### src/rtl/sink_table_writer_if.sv
// sink_table_writer_if: shared 16-bit word-memory port
// address  : word address, byte-style (step 2), driven by the writer
// wr_en    : write strobe; address/data_out valid in the same cycle
// data_out : write data
// data_in  : read data for the address presented by the writer
interface sink_table_writer_if;
    logic [10:0] address;
    logic        wr_en;
    logic [15:0] data_out;
    logic [15:0] data_in;
    modport master (output address, output wr_en, output data_out, input data_in);
    modport slave  (input address, input wr_en, input data_out, output data_in);
endinterface

### src/rtl/sink_table_writer.sv
// sink_table_writer: inserts one neighbor advertisement into the neighbor and known-sink tables
// clock/rst        : clock (rising edge), synchronous active-high reset
// i_en, i_start    : enable and start request
// i_nbr_*          : advertised neighbor ID, cluster ID and sink flag
// mem              : shared word-memory port (master side)
// o_new_neighbor   : last operation appended a neighbor
// o_new_sink       : last operation appended a known sink
// o_table_full     : last operation dropped an append at capacity
// o_done           : one-cycle completion pulse
module sink_table_writer #(
    parameter int MAX_NEIGHBORS = 64,
    parameter int MAX_SINKS     = 32
) (
    input  logic                        clock,
    input  logic                        rst,
    input  logic                        i_en,
    input  logic                        i_start,
    input  logic [15:0]                 i_nbr_id,
    input  logic [15:0]                 i_nbr_cluster,
    input  logic                        i_nbr_is_sink,
    sink_table_writer_if.master         mem,
    output logic                        o_new_neighbor,
    output logic                        o_new_sink,
    output logic                        o_table_full,
    output logic                        o_done
);
    localparam logic [3:0] IDLE = 4'd0, RD_NCNT = 4'd1, SCAN_N = 4'd2, APPEND = 4'd3, SINK_CHK = 4'd4,
                           RD_SCNT = 4'd5, SCAN_S = 4'd6, APPEND_S = 4'd7, DONE = 4'd8;
    localparam logic [15:0] NMAX = 16'(MAX_NEIGHBORS);
    localparam logic [15:0] SMAX = 16'(MAX_SINKS);
    localparam logic [10:0] NCNT_A = 11'h68A, SCNT_A = 11'h688, NID_A = 11'h48, NCL_A = 11'hC8, SID_A = 11'h8;
    logic [3:0]  r_state;
    logic [1:0]  r_step;
    logic [15:0] r_i, r_j, r_ncount, r_scount, r_id, r_cluster, r_data_out;
    logic        r_sink, r_wr_en, r_done, r_new_n, r_new_s, r_full;
    logic [10:0] r_address;
    logic [15:0] w_i_nx, w_j_nx;
    assign w_i_nx = r_i + 16'd1;
    assign w_j_nx = r_j + 16'd1;
    assign mem.address = r_address;
    assign mem.wr_en = r_wr_en;
    assign mem.data_out = r_data_out;
    assign o_new_neighbor = r_new_n;
    assign o_new_sink = r_new_s;
    assign o_table_full = r_full;
    assign o_done = r_done;
    always_ff @(posedge clock) begin
        if (rst) begin
            r_state <= IDLE;
            r_step <= 2'd0;
            r_i <= 16'd0;
            r_j <= 16'd0;
            r_ncount <= 16'd0;
            r_scount <= 16'd0;
            r_id <= 16'd0;
            r_cluster <= 16'd0;
            r_sink <= 1'b0;
            r_address <= NCNT_A;
            r_data_out <= 16'd0;
            r_wr_en <= 1'b0;
            r_done <= 1'b0;
            r_new_n <= 1'b0;
            r_new_s <= 1'b0;
            r_full <= 1'b0;
        end else begin
            r_wr_en <= 1'b0;
            r_done <= 1'b0;
            case (r_state)
                IDLE: if (i_start && i_en) begin
                    r_id <= i_nbr_id;
                    r_cluster <= i_nbr_cluster;
                    r_sink <= i_nbr_is_sink;
                    r_new_n <= 1'b0;
                    r_new_s <= 1'b0;
                    r_full <= 1'b0;
                    r_step <= 2'd0;
                    r_address <= NCNT_A;
                    r_state <= RD_NCNT;
                end
                RD_NCNT: begin
                    r_ncount <= mem.data_in;
                    r_i <= 16'd0;
                    if (mem.data_in == 16'd0) r_state <= APPEND;
                    else begin
                        r_address <= NID_A;
                        r_state <= SCAN_N;
                    end
                end
                // Scan is capped at capacity so an oversized stored count cannot run past the table
                SCAN_N: if (mem.data_in == r_id) begin
                    r_address <= NCL_A + {r_i[9:0], 1'b0};
                    r_data_out <= r_cluster;
                    r_wr_en <= 1'b1;
                    r_state <= SINK_CHK;
                end else begin
                    r_i <= w_i_nx;
                    if (w_i_nx == r_ncount || w_i_nx >= NMAX) r_state <= APPEND;
                    else r_address <= NID_A + {w_i_nx[9:0], 1'b0};
                end
                APPEND: if (r_ncount >= NMAX) begin
                    r_full <= 1'b1;
                    r_state <= SINK_CHK;
                end else begin
                    r_wr_en <= 1'b1;
                    r_step <= r_step + 2'd1;
                    r_address <= r_step == 2'd0 ? NID_A + {r_ncount[9:0], 1'b0} :
                                 r_step == 2'd1 ? NCL_A + {r_ncount[9:0], 1'b0} : NCNT_A;
                    r_data_out <= r_step == 2'd0 ? r_id : r_step == 2'd1 ? r_cluster : r_ncount + 16'd1;
                    if (r_step == 2'd2) begin
                        r_new_n <= 1'b1;
                        r_step <= 2'd0;
                        r_state <= SINK_CHK;
                    end
                end
                SINK_CHK: if (!r_sink) r_state <= DONE;
                else begin
                    r_address <= SCNT_A;
                    r_state <= RD_SCNT;
                end
                RD_SCNT: begin
                    r_scount <= mem.data_in;
                    r_j <= 16'd0;
                    if (mem.data_in == 16'd0) r_state <= APPEND_S;
                    else begin
                        r_address <= SID_A;
                        r_state <= SCAN_S;
                    end
                end
                SCAN_S: if (mem.data_in == r_id) r_state <= DONE;
                else begin
                    r_j <= w_j_nx;
                    if (w_j_nx == r_scount || w_j_nx >= SMAX) r_state <= APPEND_S;
                    else r_address <= SID_A + {w_j_nx[9:0], 1'b0};
                end
                APPEND_S: if (r_scount >= SMAX) begin
                    r_full <= 1'b1;
                    r_state <= DONE;
                end else begin
                    r_wr_en <= 1'b1;
                    r_step <= r_step + 2'd1;
                    r_address <= r_step == 2'd0 ? SID_A + {r_scount[9:0], 1'b0} : SCNT_A;
                    r_data_out <= r_step == 2'd0 ? r_id : r_scount + 16'd1;
                    if (r_step == 2'd1) begin
                        r_new_s <= 1'b1;
                        r_step <= 2'd0;
                        r_state <= DONE;
                    end
                end
                DONE: begin
                    r_done <= 1'b1;
                    r_state <= IDLE;
                end
                default: r_state <= IDLE;
            endcase
        end
    end
endmodule

### src/flat_wrapper.sv
// flat-port wrapper written by rule: the top's interface ports become plain ports
module sink_table_writer_flat 
#(
    parameter int MAX_NEIGHBORS = 64,
    parameter int MAX_SINKS     = 32
)
  (clock, rst, i_en, i_start, i_nbr_id, i_nbr_cluster, i_nbr_is_sink, o_new_neighbor, o_new_sink, o_table_full, o_done, mem_address, mem_wr_en, mem_data_out, mem_data_in);
  sink_table_writer_if mem_i ();
  input  logic clock;
  input  logic rst;
  input  logic i_en;
  input  logic i_start;
  input  logic [15:0] i_nbr_id;
  input  logic [15:0] i_nbr_cluster;
  input  logic i_nbr_is_sink;
  output logic o_new_neighbor;
  output logic o_new_sink;
  output logic o_table_full;
  output logic o_done;
  output wire logic [$bits(mem_i.address)-1:0] mem_address;
  output wire logic [$bits(mem_i.wr_en)-1:0] mem_wr_en;
  output wire logic [$bits(mem_i.data_out)-1:0] mem_data_out;
  input wire logic [$bits(mem_i.data_in)-1:0] mem_data_in;
  assign mem_address = mem_i.address;
  assign mem_wr_en = mem_i.wr_en;
  assign mem_data_out = mem_i.data_out;
  assign mem_i.data_in = mem_data_in;
  sink_table_writer #(.MAX_NEIGHBORS(MAX_NEIGHBORS), .MAX_SINKS(MAX_SINKS)) u_core (.clock(clock), .rst(rst), .i_en(i_en), .i_start(i_start), .i_nbr_id(i_nbr_id), .i_nbr_cluster(i_nbr_cluster), .i_nbr_is_sink(i_nbr_is_sink), .mem(mem_i), .o_new_neighbor(o_new_neighbor), .o_new_sink(o_new_sink), .o_table_full(o_table_full), .o_done(o_done));
endmodule
### config.mk
export PLATFORM = sky130hd
export DESIGN_NAME = sink_table_writer_flat
export DESIGN_NICKNAME = d
export VERILOG_FILES = /design/src/rtl/sink_table_writer_if.sv /design/src/rtl/sink_table_writer.sv /design/src/flat_wrapper.sv
export SDC_FILE = /design/constraint.sdc
export NUM_CORES = 1
export LEC_CHECK = 0
export BUFFER_PORTS_ARGS = -buffer_cell sky130_fd_sc_hd__clkbuf_2
export CAP_MARGIN = 20
export CORE_AREA = 2 2 176 221
export CTS_CLUSTER_SIZE = 28
export DETAILED_ROUTE_END_ITERATION = 10
export DIE_AREA = 0 0 178 223
export MAX_ROUTING_LAYER = met4
export PLACE_DENSITY = 0.37
export SYNTH_ARGS = -nofsm -noshare
export SYNTH_HDL_FRONTEND = slang
export SYNTH_SLANG_ARGS = --single-unit
### constraint.sdc
create_clock -name clock -period 4.2 [get_ports clock]
set_input_delay 0.84 -clock clock [delete_from_list [all_inputs] [get_ports clock]]
set_output_delay 0.84 -clock clock [all_outputs]
set_load 0.01 [all_outputs]
==> key figures <==
Synthesis
  – EDFF count, synth: 0
  – Sequential fraction of the synthesis area: 0.288
  – Number of register bits inferred by synthesis: 134
  – Post-synth ARST share: 0
  – Synthesized area: 0.00932 mm^2
  – Leading cell types by total area after synthesis: dfxtp_1 29%, nand2_1 7.9%, xnor2_1 7.7%
  – Number of nets in the synthesized netlist: 1,346
  – Library cell occupying the most area in the post-synthesis netlist: dfxtp_1
  – Yosys warns: 0
  – Number of cells produced by synthesis: 1,278
  – Avg Inst Size Synth: 7.30 um^2
  – Most used flip-flop cell after synthesis: dfxtp_1
  – Share of Yosys cell area claimed by the top area cell type: 0.288
  – Distinct cell type count of the synthesized netlist: 77

Power and ir drop
  – Leakage Power: 0.00375 uW
  – PD cells: 452 mW/mm^2
  – Final total power: 4890 uW
  – Worst ir drop on vdd: 258 uV

Placed design
  – Final weighted congestion in routability-driven placement: 0.836
  – Final HPWL from detailed placement: 29,400 um
  – Port-buffer cells: 83
  – Placed Instance Area: 0.0102 mm^2

Timing
  – Final-report hold violation count: 0
  – Final critical-path required period: 3740 ps
  – Max_slew headroom: 0.345
  – Unrepaired setup endpoints after global routing: no
  – Final worst clock skew: 12.4 ps
  – Worst-margin pin slew: 983 ps
  – Fmax: 268 MHz
  – Count of final max-slew check failures: 0
  – TNS Setup: 0 ps
  – Share of the clock period used by the worst path after layout: 0.890
  – Final-report setup violation count: 0

Route
  – Detail Route Antenna Nets: 0
  – DR DRC count: 0
  – Number of detailed-route iterations in the first pass: 5
  – Drt wl/cell: 21.6 um
  – Via count: 9,492
  – Drt initial violations: 694
  – Post-detailed-routing wire length: 39,400 um
  – Via/cell ratio: 5.21

Global routing
  – Global-route wire length before repair: 59,100 um
  – Grt ovf: 0
  – Antenna violations before repair: 0
  – Number of global-route vias before repair: 9,014
  – Maximum number of pins on one net before global-route repair: 81
  – Aggregate global-route resource usage: 0.206

Layout
  – Filler cell count in the final layout: 4,121
  – Synthesis-to-layout area growth: 16.2%
  – Layout Utilization: 0.287
  – Final design area excluding fillers: 0.0108 mm^2
  – Final-stage net count: 1,384
  – Ratio of cells with drive above 1 in the final layout: 0.141
  – Number of diodes: 0

Critical path
  – Setup Crit Path Kind: flop to flop
  – Startpoint type of the worst setup path: flop
  – Crit-path max cell delay: 480 ps
  – Data required time at the worst endpoint: 4530 ps
  – Critical-path cell list: ha_2 -> and3_1 -> nand4_2 -> a32o_1 -> a2111oi_0 -> nand4_1 -> o41ai_2 -> buf_4 -> a211o_1 -> mux2_1
  – CP Buf/Inv Count: 1
  – Type of destination of the critical path: flop
  – Arrival time at the worst endpoint: 4070 ps
  – Crit-path slowest cell: dfxtp_1
  – Family with the most delay on the worst path: compound AO/OA/AOI/OAI gates
  – Critical path fanouts, max: 10

Floorplan
  – Core outline area: 0.0377 mm^2
  – Die extent in y: 223 um
  – Floorplan die area: 0.0397 mm^2
  – Top-Level Pins: 85
  – Num rows: 80
  – Starting density of the core: 0.247
  – Horizontal extent of the die: 178 um

CTS
  – CTS max path bufs: 2
  – Clock sink count: 134
  – Number of buffers inserted during clock tree synthesis: 17
  – Setup Buffers After CTS: 0
  – Buffer type at the clock tree root: clkbuf_16
  – Worst skew pair latency: 450 ps
  – Clock transition at path regs: 60 ps
  – Clock tree from TritonCTS: built
  – Htree depth: 4

Outcome
  – Status: finished clean

Min path
  – Min-delay worst type: flop to flop

Flow run
  – Maximum Capacitance Violations: 0
-- cells in the mapped netlist, drive strengths merged, types with 11 or more instances --
cell type / number
buf: 28
ha: 15
nand3: 30
clkbuf: 79
dfxtp: 134
a311oi: 11
nand3b: 16
nor4: 22
nor2b: 11
nand4: 25
nor3: 39
inv: 29
o22ai: 12
a211oi: 18
nor2: 127
xnor2: 83
and3: 16
xor2: 27
mux2i: 18
or3: 11
a21oi: 137
nand2: 196
o21ai: 65
-- layout by cell type (no fill, tap or decap), types with 6 or more instances in the layout --
| cell type | instances |
|---|---|
| a21oi_1 | 137 |
| buf_4 | 44 |
| and3_1 | 16 |
| nand4_1 | 20 |
| clkbuf_2 | 82 |
| ha_1 | 14 |
| xnor2_1 | 82 |
| clkbuf_16 | 17 |
| o211ai_1 | 7 |
| o22ai_1 | 12 |
| nor2b_1 | 11 |
| inv_1 | 29 |
| nor3_1 | 36 |
| nor3b_1 | 8 |
| o21ai_0 | 64 |
| nor4_1 | 16 |
| nand3b_1 | 16 |
| xor2_1 | 27 |
| a311oi_1 | 11 |
| a31oi_1 | 7 |
| and4_1 | 6 |
| nand2_1 | 195 |
| nand3_1 | 29 |
| nand2b_1 | 9 |
| or3_1 | 11 |
| a22oi_1 | 7 |
| a221oi_1 | 10 |
| dfxtp_1 | 134 |
| nor2_1 | 126 |
| a211oi_1 | 18 |
| mux2i_1 | 18 |
-- worst min-delay path, delay by kind of cell, from the launching register on --
kind	cells	cell delay, ps
AOI/OAI and AO/OA	1	60
and+or+nand+nor	1	50
DFF	1	310
-- flip-flops by register name (all words and copies together), names as in the netlist, 10 cells and up --
signal	cells
u_core.mem.address	10
u_core.mem.data_out	16
u_core.r_cluster	16
u_core.r_i	16
u_core.r_id	16
u_core.r_j	16
u_core.r_ncount	16
u_core.r_scount	16
-- logic make-up after synthesis --
group                    after synthesis  synth area share
AND/OR/NAND/NOR                      533             0.284
AO/OA/AOI/OAI                        326             0.218
buffers and inverters                137            0.0611
flip-flops                           134             0.288
XOR/XNOR                             110             0.104
multiplexers                          21            0.0229
adder cells (fa/ha/maj)               16            0.0212
other                                  1          0.000402
-- layer usage --
metal  wire length, um  vias up  track usage
met1             17500     4558        0.262
met5                 0        -            -
met2             19400      296        0.339
li1                  -     4596            -
met4               961        0       0.0719
met3              1500       42       0.0203
-- final timing paths --
kind                                           from                    end  slack, ps  cells after the start
worst min-delay path            u_core.o_table_full    u_core.o_table_full        470                      2
worst max register to register        u_core.r_j[1]  u_core.mem.address[5]        460                     10
worst max-delay path                  u_core.r_j[1]  u_core.mem.address[5]        460                     10
worst min register to register  u_core.o_table_full    u_core.o_table_full        470                      2
-- timing repair --
| action | 4_1_cts | 5_1_grt |
|---|---|---|
| hold buffers | 0 | 0 |
| resized for setup | 0 | 1 |
| endpoints found under the setup margin | 0 | 3 |
-- layout make-up --
| cell class | instances | area, um^2 | share of cell area |
|---|---|---|---|
| clock inverters | 13 | 145 | 0.0134 |
| multi-input cells | 1007 | 6090 | 0.562 |
| inverters | 30 | 113 | 0.0104 |
| repair buffers | 126 | 741 | 0.0684 |
| clock buffers | 19 | 443 | 0.0409 |
| well taps | 492 | 616 | 0.0568 |
| flip-flops and latches | 134 | 2680 | 0.248 |
-- report_power, final --
part	internal [uW]	switching, uW	total (uW)
Combinational	588	1080	1670
Clock	895	654	1550
Sequential	1430	242	1670
Total	2910	1980	4890
-- metrics by stage --
| stage | hold slack, ps | std cells | setup slack, ps |
|---|---|---|---|
| 2_1_floorplan | 433 | 1278 | 1190 |
| 3_3_place_gp | 451 | 1789 | 475 |
| 3_5_place_dp | 455 | 1789 | 393 |
| 4_1_cts | 466 | 1821 | 386 |
| 5_1_grt | 487 | 1821 | 68.6 |
| 6_report | 465 | 1821 | 463 |
Power figures use the tool's default switching activity.
